==> config.mk <==
export PLATFORM = sky130hd
export DESIGN_NAME = uart_rx_framed
export DESIGN_NICKNAME = d
export VERILOG_FILES = /design/src/rtl/uart_rx_framed.sv
export SDC_FILE = /design/constraint.sdc
export NUM_CORES = 1
export LEC_CHECK = 0
export BUFFER_PORTS_ARGS = -buffer_cell sky130_fd_sc_hd__buf_2
export CORE_UTILIZATION = 55
export CTS_BUF_LIST = sky130_fd_sc_hd__clkbuf_8
export DETAILED_ROUTE_END_ITERATION = 8
export GPL_TIMING_DRIVEN = 0
export PLACE_DENSITY = 0.8
export SLEW_MARGIN = 25
export SYNTH_ARGS = -nofsm -noshare
export SYNTH_HDL_FRONTEND = slang
export SYNTH_SLANG_ARGS = --single-unit
==> constraint.sdc <==
create_clock -name clk_i -period 1.95 [get_ports clk_i]
set_clock_uncertainty 0.05 [all_clocks]
set_input_delay 0.2925 -clock clk_i [delete_from_list [all_inputs] [get_ports clk_i]]
set_output_delay 0.2925 -clock clk_i [all_outputs]
set_load 0.01 [all_outputs]
==> src/rtl/uart_rx_framed.sv <==
// Parametrised UART receiver: configurable data/parity/stop framing, error flags, valid/ready output.
// Define UART_RX_MAJORITY_EN to decide each bit by a 2-of-3 vote around the bit centre.
module uart_rx_framed #(
  parameter int CLK_FREQ    = 10000000,
  parameter int BAUD_RATE   = 19200,
  parameter int DATA_BITS   = 8,
  parameter int PARITY_MODE = 0,
  parameter int STOP_BITS   = 1,
  parameter int BAUD_CNT_W  = 10
) (
  input  logic                 clk_i,
  input  logic                 reset_ni,
  input  logic                 rx_i,
  input  logic                 ready_i,
  output logic [DATA_BITS-1:0] data_o,
  output logic                 valid_o,
  output logic                 parity_err_o,
  output logic                 frame_err_o,
  output logic                 overrun_o,
  output logic                 busy_o,
  output logic [2:0]           state_o
);

  localparam int BAUD_DIV = (CLK_FREQ + BAUD_RATE / 2) / BAUD_RATE;
  localparam int HALF     = BAUD_DIV / 2;
  localparam logic [BAUD_CNT_W-1:0] CNT_LAST = BAUD_CNT_W'(BAUD_DIV - 1);
  localparam logic [BAUD_CNT_W-1:0] CNT_HALF = BAUD_CNT_W'(HALF);
  localparam logic [3:0] LAST_BIT  = 4'(DATA_BITS - 1);
  localparam logic       LAST_STOP = 1'(STOP_BITS - 1);
  localparam logic       ODD_PAR   = (PARITY_MODE == 2);

  typedef enum logic [2:0] {
    S_IDLE   = 3'd0,
    S_START  = 3'd1,
    S_DATA   = 3'd2,
    S_PARITY = 3'd3,
    S_STOP   = 3'd4
  } state_t;

  state_t                state;
  logic                  rx_meta;
  logic                  rx_s;
  logic [BAUD_CNT_W-1:0] baud_cnt;
  logic [3:0]            bit_cnt;
  logic                  stop_cnt;
  logic [DATA_BITS-1:0]  shreg;
  logic                  par_acc;
  logic                  frame_acc;
  logic                  bit_tick;
  logic                  bit_val;
  logic                  wrap;

  assign state_o = state;
  assign wrap    = (baud_cnt == CNT_LAST);

  always_ff @(posedge clk_i or negedge reset_ni) begin
    if (!reset_ni) begin
      rx_meta <= 1'b1;
      rx_s    <= 1'b1;
    end else begin
      rx_meta <= rx_i;
      rx_s    <= rx_meta;
    end
  end

`ifdef UART_RX_MAJORITY_EN
  localparam logic [BAUD_CNT_W-1:0] CNT_PRE = BAUD_CNT_W'(HALF - 1);
  localparam logic [BAUD_CNT_W-1:0] CNT_DEC = BAUD_CNT_W'(HALF + 1);
  logic samp_a;
  logic samp_b;

  // Two earlier samples are held; the third is the live rx_s at the decision point.
  always_ff @(posedge clk_i or negedge reset_ni) begin
    if (!reset_ni) begin
      samp_a <= 1'b1;
      samp_b <= 1'b1;
    end else if (state != S_IDLE) begin
      if (baud_cnt == CNT_PRE) samp_a <= rx_s;
      if (baud_cnt == CNT_HALF) samp_b <= rx_s;
    end
  end

  assign bit_tick = (state != S_IDLE) && (baud_cnt == CNT_DEC);
  assign bit_val  = (samp_a & samp_b) | (samp_a & rx_s) | (samp_b & rx_s);
`else
  assign bit_tick = (state != S_IDLE) && (baud_cnt == CNT_HALF);
  assign bit_val  = rx_s;
`endif

  // Output handshake: a word transfers on any clock edge where valid_o && ready_i.
  // data_o and the error flags hold steady while valid_o is high; a frame that
  // completes while an unaccepted word is held is dropped and flagged by overrun_o.
  always_ff @(posedge clk_i or negedge reset_ni) begin
    if (!reset_ni) begin
      state        <= S_IDLE;
      busy_o       <= 1'b0;
      baud_cnt     <= '0;
      bit_cnt      <= '0;
      stop_cnt     <= 1'b0;
      shreg        <= '0;
      par_acc      <= 1'b0;
      frame_acc    <= 1'b0;
      data_o       <= '0;
      valid_o      <= 1'b0;
      parity_err_o <= 1'b0;
      frame_err_o  <= 1'b0;
      overrun_o    <= 1'b0;
    end else begin
      overrun_o <= 1'b0;
      if (valid_o && ready_i) valid_o <= 1'b0;

      if (state == S_IDLE) baud_cnt <= '0;
      else if (wrap)       baud_cnt <= '0;
      else                 baud_cnt <= baud_cnt + 1'b1;

      case (state)
        S_IDLE: begin
          if (!rx_s) begin
            state     <= S_START;
            busy_o    <= 1'b1;
            bit_cnt   <= '0;
            stop_cnt  <= 1'b0;
            par_acc   <= 1'b0;
            frame_acc <= 1'b0;
          end
        end
        S_START: begin
          // A line that is high again at the bit centre was only a glitch.
          if (bit_tick && bit_val) begin
            state    <= S_IDLE;
            busy_o   <= 1'b0;
            baud_cnt <= '0;
          end else if (wrap) begin
            state <= S_DATA;
          end
        end
        S_DATA: begin
          if (bit_tick) shreg <= {bit_val, shreg[DATA_BITS-1:1]};
          if (wrap) begin
            if (bit_cnt == LAST_BIT) begin
              bit_cnt <= '0;
              state   <= (PARITY_MODE != 0) ? S_PARITY : S_STOP;
            end else begin
              bit_cnt <= bit_cnt + 1'b1;
            end
          end
        end
        S_PARITY: begin
          if (bit_tick) par_acc <= ((^shreg) ^ bit_val) != ODD_PAR;
          if (wrap) state <= S_STOP;
        end
        S_STOP: begin
          if (bit_tick) begin
            if (stop_cnt == LAST_STOP) begin
              // Finish at the centre of the last stop bit so a back-to-back start is seen.
              state    <= S_IDLE;
              busy_o   <= 1'b0;
              baud_cnt <= '0;
              if (!valid_o || ready_i) begin
                data_o       <= shreg;
                parity_err_o <= par_acc;
                frame_err_o  <= frame_acc | ~bit_val;
                valid_o      <= 1'b1;
              end else begin
                overrun_o <= 1'b1;
              end
            end else begin
              frame_acc <= frame_acc | ~bit_val;
            end
          end else if (wrap) begin
            stop_cnt <= stop_cnt + 1'b1;
          end
        end
        default: begin
          state  <= S_IDLE;
          busy_o <= 1'b0;
        end
      endcase
    end
  end

endmodule
## Yosys cells after proc, flatten, opt, wreduce, memory -nomap -nowiden

Index checks and enable logic that the tools add are counted.
W data, S select, Z words.

| word-level totals | value |
|---|---|
| flip-flop bits (word level) | 43 |
| input port bits | 4 |
| word-level logic and storage cells | 104 |

| operators by class | value |
|---|---|
| add/sub/neg operators | 3 |
| equal/unequal tests | 19 |
| muxes and demuxes | 42 |
| bitwise logic cells | 5 |
| reduce and logical (&&, ||, !) cells | 20 |

Operator list:

| operator | number |
|---|---|
| $mux W10 | 5 |
| $mux W3 | 8 |
| $ne A2 B2 Y1 const B | 11 |
| $pmux W10 S2 | 1 |
| $mux W1 | 19 |
| $pmux W3 S5 | 1 |
| $mux W4 | 3 |
| $reduce_and A4 Y1 | 3 |
| $add A10 B1 Y10 const B | 1 |
| $eq A10 B10 Y1 const B | 1 |
| $eq A10 B9 Y1 const B | 1 |
| $pmux W4 S2 | 1 |
| $reduce_xor A8 Y1 | 1 |
| $reduce_and A7 Y1 | 1 |
| $eq A3 B2 Y1 const B | 2 |
| $pmux W1 S2 | 3 |
| $reduce_and A3 Y1 | 2 |
| $reduce_bool A2 Y1 | 3 |
| $reduce_and A5 Y1 | 1 |
| $add A4 B1 Y4 const B | 1 |
| $eq A4 B3 Y1 const B | 1 |
| $pmux W1 S4 | 1 |
| $eq A3 B1 Y1 const B | 1 |
| $eq A3 B3 Y1 const B | 1 |
| other kinds (12) | 16 |

## Logic depth before layout (Yosys ltp)

Gate-level depths: netlist of run 1.

| logic depth | value |
|---|---|
| word-level depth | 6 |
| mapped depth | 8 |

## Least setup slack after synthesis of run 1

No wires, ideal clock.

| timing | value |
|---|---|
| kind | register to register |
| start | register baud_cnt[0] |
| end | register shreg[0] |
| library setup time | 0.125 ns |
| arrival | 1.792 ns |
| required time | 1.775 ns |
| slack | -0.017 ns |
| stages on the path, launching flop included | 7 |
| buffers on the path | 0 |
| clock period less this slack | 1.967 ns |
| cell sequence | dfrtp_1 > inv_1 > ha_1 > nor4b_4 > nand3_4 > nor3_4 > mux2_4 |

| on the way | value |
|---|---|
| cells in the longest elaborated chain, start to end | 3 |

Ends and longest elaborated chain:

| what | line | RTL |
|---|---|---|
| from (decl) | 43 | `logic [BAUD_CNT_W-1:0] baud_cnt;` |
| from (signal assigned) | 114 | `else baud_cnt <= baud_cnt + 1'b1;` |
| $eq A10 B9 Y1 | 86 | `assign bit_tick = (state != S_IDLE) && (baud_cnt == CNT_HALF);` |
| $logic_and A1 B1 Y1 | 86 |  |
| $reduce_and A2 Y1 (no source line) | n/a |  |
| to (signal assigned) | 138 | `if (bit_tick) shreg <= {bit_val, shreg[DATA_BITS-1:1]};` |
| to (decl) | 46 | `logic [DATA_BITS-1:0] shreg;` |

Every way passes these cells.
A chain may end at the register's enable or synchronous reset.

## Worst setup path in the final report of run 1

| timing | value |
|---|---|
| start | register baud_cnt[1] |
| end | register parity_err_o |

| on the way | value |
|---|---|
| cells in the longest elaborated chain, start to end | 3 |

Ends and longest elaborated chain:

| what | line | RTL |
|---|---|---|
| $eq A10 B9 Y1 | 86 |  |
| $logic_and A1 B1 Y1 | 86 |  |
| $reduce_and A4 Y1 (no source line) | n/a |  |
| to (signal assigned) | 161 | `parity_err_o <= par_acc;` |
| to (decl) | 17 | `output logic parity_err_o,` |

Every way passes these cells.

==> results of run 1 <==
## area by class of cell
| class | count | area (µm²) |
|---|---|---|
| Buffer | 4 | 16.3 |
| Sequential cell | 43 | 1080 |
| Fill cell | 273 | 1080 |
| Clock buffer | 6 | 82.6 |
| Multi-Input combinational cell | 131 | 1100 |
| Clock inverter | 1 | 5.00 |
| Inverter | 6 | 22.5 |
| Tap cell | 48 | 60.1 |
| Timing Repair Buffer | 34 | 244 |
## power breakdown
group | internal (mW) | switching (mW) | total, mW
sequential | 0.895 | 0.000562 | 0.895
combinational | 0.00792 | 0.0235 | 0.0315
clock | 0.278 | 0.291 | 0.569
## logic make-up after synthesis
logic type                 after synthesis  share of synthesized area [%]
xor gates and xnor gates                16                           6.61
AOI/OAI and AO/OA                       21                           6.61
and+or+nand+nor                         71                           20.7
muxes                                   19                           11.5
adders and majority gates                3                           1.77
DFF                                     43                           50.9
buffers and inverters                   11                           2.01
## Yosys cell counts, types with 2 or more instances
library cell  instances  area (µm²)
dfrtp_1              41        1030
o21ai_1               4        20.0
dfstp_2               2        52.6
mux2_4                8         120
nand2_1              11        41.3
xor2_1                6        52.6
ha_1                  3        37.5
nand2b_1              5        31.3
and4bb_1              2        25.0
and3_2                2        15.0
nor3_1                7        35.0
o22ai_1               2        12.5
or3_1                 2        12.5
o21ai_0               3        15.0
mux2_1                5        56.3
nor2_1               18        67.6
mux2_2                5        56.3
inv_1                 6        22.5
and3_1                3        18.8
nand3_1               9        45.0
clkbuf_1              4        15.0
xnor2_1              10        87.6
nand3b_1              2        15.0
## worst max-delay path: stages (launching register included)
cell and delay, ns:
dfrtp_1 0.38, inv_1 0.06, ha_2 0.17, nor4b_4 0.17
buf_4 0.18, nand3_4 0.12, nor2_4 0.22, nand4_4 0.21
mux2_4 0.37
## routing by layer
layer / share of wire (%) / GRT usage [%] / vias to the layer above
met4: 2.3 / 11.1 / 0
li1: - / - / 730
met5: 0 / 0 / -
met2: 46 / 33.5 / 38
met3: 3.6 / 4.82 / 10
met1: 48 / 29.3 / 725
## through the flow
stage / setup WS, ns / hold slack (ns)
final: -0.104 / 0.0407
after global routing: -0.228 / 0.0307
after CTS: -0.0865 / 0.0326
after detailed placement: -0.233 / 0.301
after global placement: -0.181 / 0.297
after floorplan: 0.0314 / -0.0531
## how the worst max path moves through the flow
stage,startpoint,end,slack (ns)
5_1_grt,baud_cnt[1],busy_o,-0.23
3_5_place_dp,baud_cnt[0],shreg[5],-0.23
4_1_cts,baud_cnt[0],parity_err_o,-0.09
6_report,baud_cnt[1],parity_err_o,-0.10
3_3_place_gp,baud_cnt[0],shreg[4],-0.18
2_1_floorplan,baud_cnt[0],shreg[0],0.03
## timing repair
| action | 4_1_cts | 5_1_grt |
|---|---|---|
| endpoints found under the hold margin | 0 | 41 |
| pin swaps | 5 | 5 |
| hold buffers | 0 | 1 |
| endpoints found under the setup margin | 21 | 27 |
| buffers inserted | 8 | 6 |
| resized for setup | 10 | 15 |
| cloned | 1 | 0 |
## sequential cells by signal, summed over array words and instances, names as in the netlist, 3 cells and up
register  cells
baud_cnt     10
shreg         8
state_o       3
bit_cnt       4
data_o        8
==> results.cfg, run 1 <==
[placement]
gp_congestion = 0.832
io_buffers = 19
dp.cells = 251
placed_area_mm2 = 0.00227
dpl.hpwl_um = 2380

[final_layout]
n_antenna_cell = 0
utilization_pct = 70.8
fin_cells = 273
final_common_cell = dfrtp_1
layout_common_cells = 41 x dfrtp_1, 19 x buf_2, 17 x nor2_1, 13 x mux2_4
drive_gt1_share_pct = 36.9
syn_to_final_growth_pct = 23.2
final_nets = 232
fin_area_mm2 = 0.00261

[timing]
finalSetupViolCount = 21
finalCritPeriodShare_pct = 105
period_needed_ns = 2.05
setup_ws_ns = -0.104
rsz0062_at_grt = true
slew_headroom_pct = 57.2
worst_slew_pin_slew_ns = 0.637
fmax_mhz = 487
hold_violations = 0
tns_ns = -1.19
finalMaxSlewViolations = 0

[yosys]
yosysSeqAreaShare_pct = 50.9
avgSynthCellArea_um2 = 11.5
netlist_area_mm2 = 0.00212
synth_cell_types = 47
ys_ff_latch = 43
synth-edff-count = 0
syn_inst = 184
synth_fp_nets = 191
ys_warn_count = 0
async_reset_ff_share_pct = 100
ys.flop_type = dfrtp_1

[detailed_routing]
vias_per_cell = 5.51
drt_iter0_markers = 46
routed_wl_um = 4130
via_count = 1503
post_drt_wl_per_cell_um = 15.1
ant_nets = 0
dr.pass1.iters = 4
drc_errors = 0

[grt]
grtUsageTotal_pct = 21.9
grt_overflow = 0
antenna_found_initial = 0
grt_pass1_vias = 1439
grt_pass1_wl_um = 6640
grt_max_degree = 44

[critical_path]
start_kind = register
arrival_ns = 2.19
regToRegStartpoint = baud_cnt[1]
rr_worst_depth = 8
cp-end-kind = register
r2r-end = parity_err_o
path_max_fanout = 5
ff2ff_setup_slack_ns = -0.10
worstSetupPathType = reg -> reg
worstPathRequired_ns = 2.08

[floorplan]
core-area_mm2 = 0.00369
die_w_um = 64.1
die_h_um = 64.1
initial_core_util_pct = 57.5
die-area_mm2 = 0.00411
row_count = 22
pin_count = 20

[clocking]
cts_buffers = 5
h-tree-depth = 2
cts_root_buffer = clkbuf_8
clk_pin_slew_ns = 0.07
clock_sinks = 43
clk_latency_ns = 0.30
cts_tree = built
clk_path_buf_depth = 2

[outcome]
status = finished with violations
violations = setup timing

[min_path]
worstHoldStart = rx_i
holdPathStages = 1
min_to = rx_meta
worstHoldPathType = in -> reg

[power_and_ir_drop]
ir_worst_vdd_mv = 0.519
leakage_nw = 1.26
p_total_mw = 1.50
cellPowerDensity_mw_per_mm2 = 573

[run]
drv_cap = 0
Power figures use the tool's default switching activity.
==> run 2, diff against run 1 <==
--- a/config.mk
+++ b/config.mk
@@ -10,7 +10,7 @@
 export CTS_BUF_LIST = sky130_fd_sc_hd__clkbuf_8
 export DETAILED_ROUTE_END_ITERATION = 8
 export GPL_TIMING_DRIVEN = 0
-export PLACE_DENSITY = 0.8
+export PLACE_DENSITY_LB_ADDON = 0.15
 export SLEW_MARGIN = 25
 export SYNTH_ARGS = -nofsm -noshare
 export SYNTH_HDL_FRONTEND = slang
==> run 2 against run 1 <==
The run still ends with setup timing left. Cell area shrank 1.5%. Global-route usage grew 0.79 points. Flip-flop and latch count is the same. Combinational power grew 2%. Setup slack gained 0.0029 ns. Wire length grew 0.24%. Critical path type unchanged. Highest routed layer unchanged.
==> results.cfg, run 2 (synthesis gave the netlist of run 1 again) <==
[outcome]
status = finished with violations
violations = setup timing

[critical_path]
critical_path.max_stage_delay_ns = 0.38
start_kind = register
crit_slowest_cell = dfrtp_1
worstSetupPathType = reg -> reg
cp_top_family = simple AND/OR/NAND/NOR gates
worstPathRequired_ns = 2.08
crit_chain = inv_1 -> ha_1 -> nor4b_4 -> buf_4 -> nand3_4 -> nor2_4 -> nand4_4 -> mux2_4
cp-end-kind = register
path_max_fanout = 6
r2r-end = data_o[4]
ff2ff_setup_slack_ns = -0.10
regToRegStartpoint = baud_cnt[0]
arrival_ns = 2.18
rr_worst_depth = 8
cp_num_buf_inv = 2

[grt]
grt_pass1_wl_um = 6980
grt_overflow = 0
antenna_found_initial = 0
grtUsageTotal_pct = 22.7
grt_max_degree = 44
grt_pass1_vias = 1553

[final_layout]
largest-register = baud_cnt
layout_common_cells = 41 x dfrtp_1, 19 x buf_2, 18 x nor2_1, 13 x mux2_4, 11 x nand2_1
drive_gt1_share_pct = 33.3
largest_reg_flops = 10
final_common_cell = dfrtp_1
utilization_pct = 69.7
syn_to_final_growth_pct = 21.3
top_regs = baud_cnt x10, data_o x8, shreg x8
fill_cells = 279
final_nets = 228
n_antenna_cell = 0

[placement]
io_buffers = 19
dp_slack_ns = -0.225
gp_congestion = 0.826
dpl.hpwl_um = 2660

[clocking]
cts_tree = built
h-tree-depth = 2
clk_latency_ns = 0.30
cts_root_buffer = clkbuf_8
cts_buffers = 5
clk_path_buf_depth = 2
clk_pin_slew_ns = 0.08
clock_sinks = 43

[timing]
worst_slew_pin_slew_ns = 0.721
finalCritPeriodShare_pct = 105
finalMaxSlewViolations = 0
setup_ws_ns = -0.101
rsz0062_at_grt = true
fmax_mhz = 488
hold_violations = 0
finalSetupViolCount = 9
slew_headroom_pct = 51.6
period_needed_ns = 2.05

[power_and_ir_drop]
clockPowerShare_pct = 43.6
swShare_pct = 19.9
p_total_mw = 1.64
cellPowerDensity_mw_per_mm2 = 640
p_switching_mw = 0.328
power.internal_mw = 1.32
leakage_nw = 1.23
ir_worst_vdd_mv = 0.613
p_comb_share_pct = 1.9
pwr-share-seq_pct = 54.4

[min_path]
min_to = rx_meta
holdPathStages = 1
worstHoldPathType = in -> reg
worstHoldStart = rx_i

[floorplan]
die-area_mm2 = 0.00411
die_w_um = 64.1
core-area_mm2 = 0.00369
initial_core_util_pct = 57.5
row_count = 22
die_h_um = 64.1
pin_count = 20

[detailed_routing]
vias_per_cell = 5.62
dr.pass1.iters = 4
drt_iter0_markers = 204
via_count = 1518
drc_errors = 0
routed_wl_um = 4140
post_drt_wl_per_cell_um = 15.3
ant_nets = 0

[run]
drv_cap = 0
-- run 2: power by group through the flow --
stage | Clock, mW | Sequential, mW | Combinational, mW
finish | 0.718 | 0.895 | 0.0320
global route | 0.757 | 0.895 | 0.0371
CTS | 0.734 | 0.895 | 0.0306
global placement | 0 | 0.913 | 0.0292
detailed placement | 0 | 0.913 | 0.0299
floorplan | 0 | 0.913 | 0.00764
-- run 2: area by class of cell --
cell class	instances	area [µm²]	area share (%)
multi-input combinational	131	1080	42.0
sequential	43	1080	41.9
timing repair buffer	30	195	7.59
clock buffer	6	82.6	3.21
tap	48	60.1	2.34
clock inverter	2	35.0	1.36
inverter	6	22.5	0.876
buffer	4	16.3	0.633
-- run 2: metal layers --
layer | GRT usage (%) | up-vias | wire, µm
met4 | 13.1 | 0 | 97
met5 | 0 | - | 0
met1 | 29.2 | 755 | 1850
li1 | - | 720 | -
met3 | 4.82 | 11 | 140
met2 | 35.4 | 32 | 2050
-- run 2: worst max-delay path by stage --
stage,startpoint,to,slack (ns),cells past startpoint
6_report,baud_cnt[0],data_o[4],-0.10,8
5_1_grt,baud_cnt[1],data_o[4],-0.22,8
4_1_cts,baud_cnt[0],bit_cnt[2],-0.09,8
3_5_place_dp,baud_cnt[0],data_o[4],-0.23,7
3_3_place_gp,baud_cnt[0],shreg[5],-0.15,6
2_1_floorplan,baud_cnt[0],shreg[0],0.03,6
-- run 2: per-stage QoR --
stage	hold WS, ns	instance area, µm²	instances	TNS, ns
final	0.0459	2570	270	-0.453
after global routing	0.0414	2570	270	-2.92
after CTS	0.0356	2500	267	-0.802
after detailed placement	0.299	2270	251	-3.77
after global placement	0.298	2270	251	-2.50
after floorplan	-0.0531	2120	184	0
-- run 2: what timing repair did --
action / in CTS / in global routing
resized for setup: 6 / 8
setup buffers: 8 / 2
pin swaps: 4 / 6
setup endpoints to repair: 22 / 30
gates cloned: 1 / 0
hold buffers: 0 / 1
hold endpoints to repair: 0 / 41
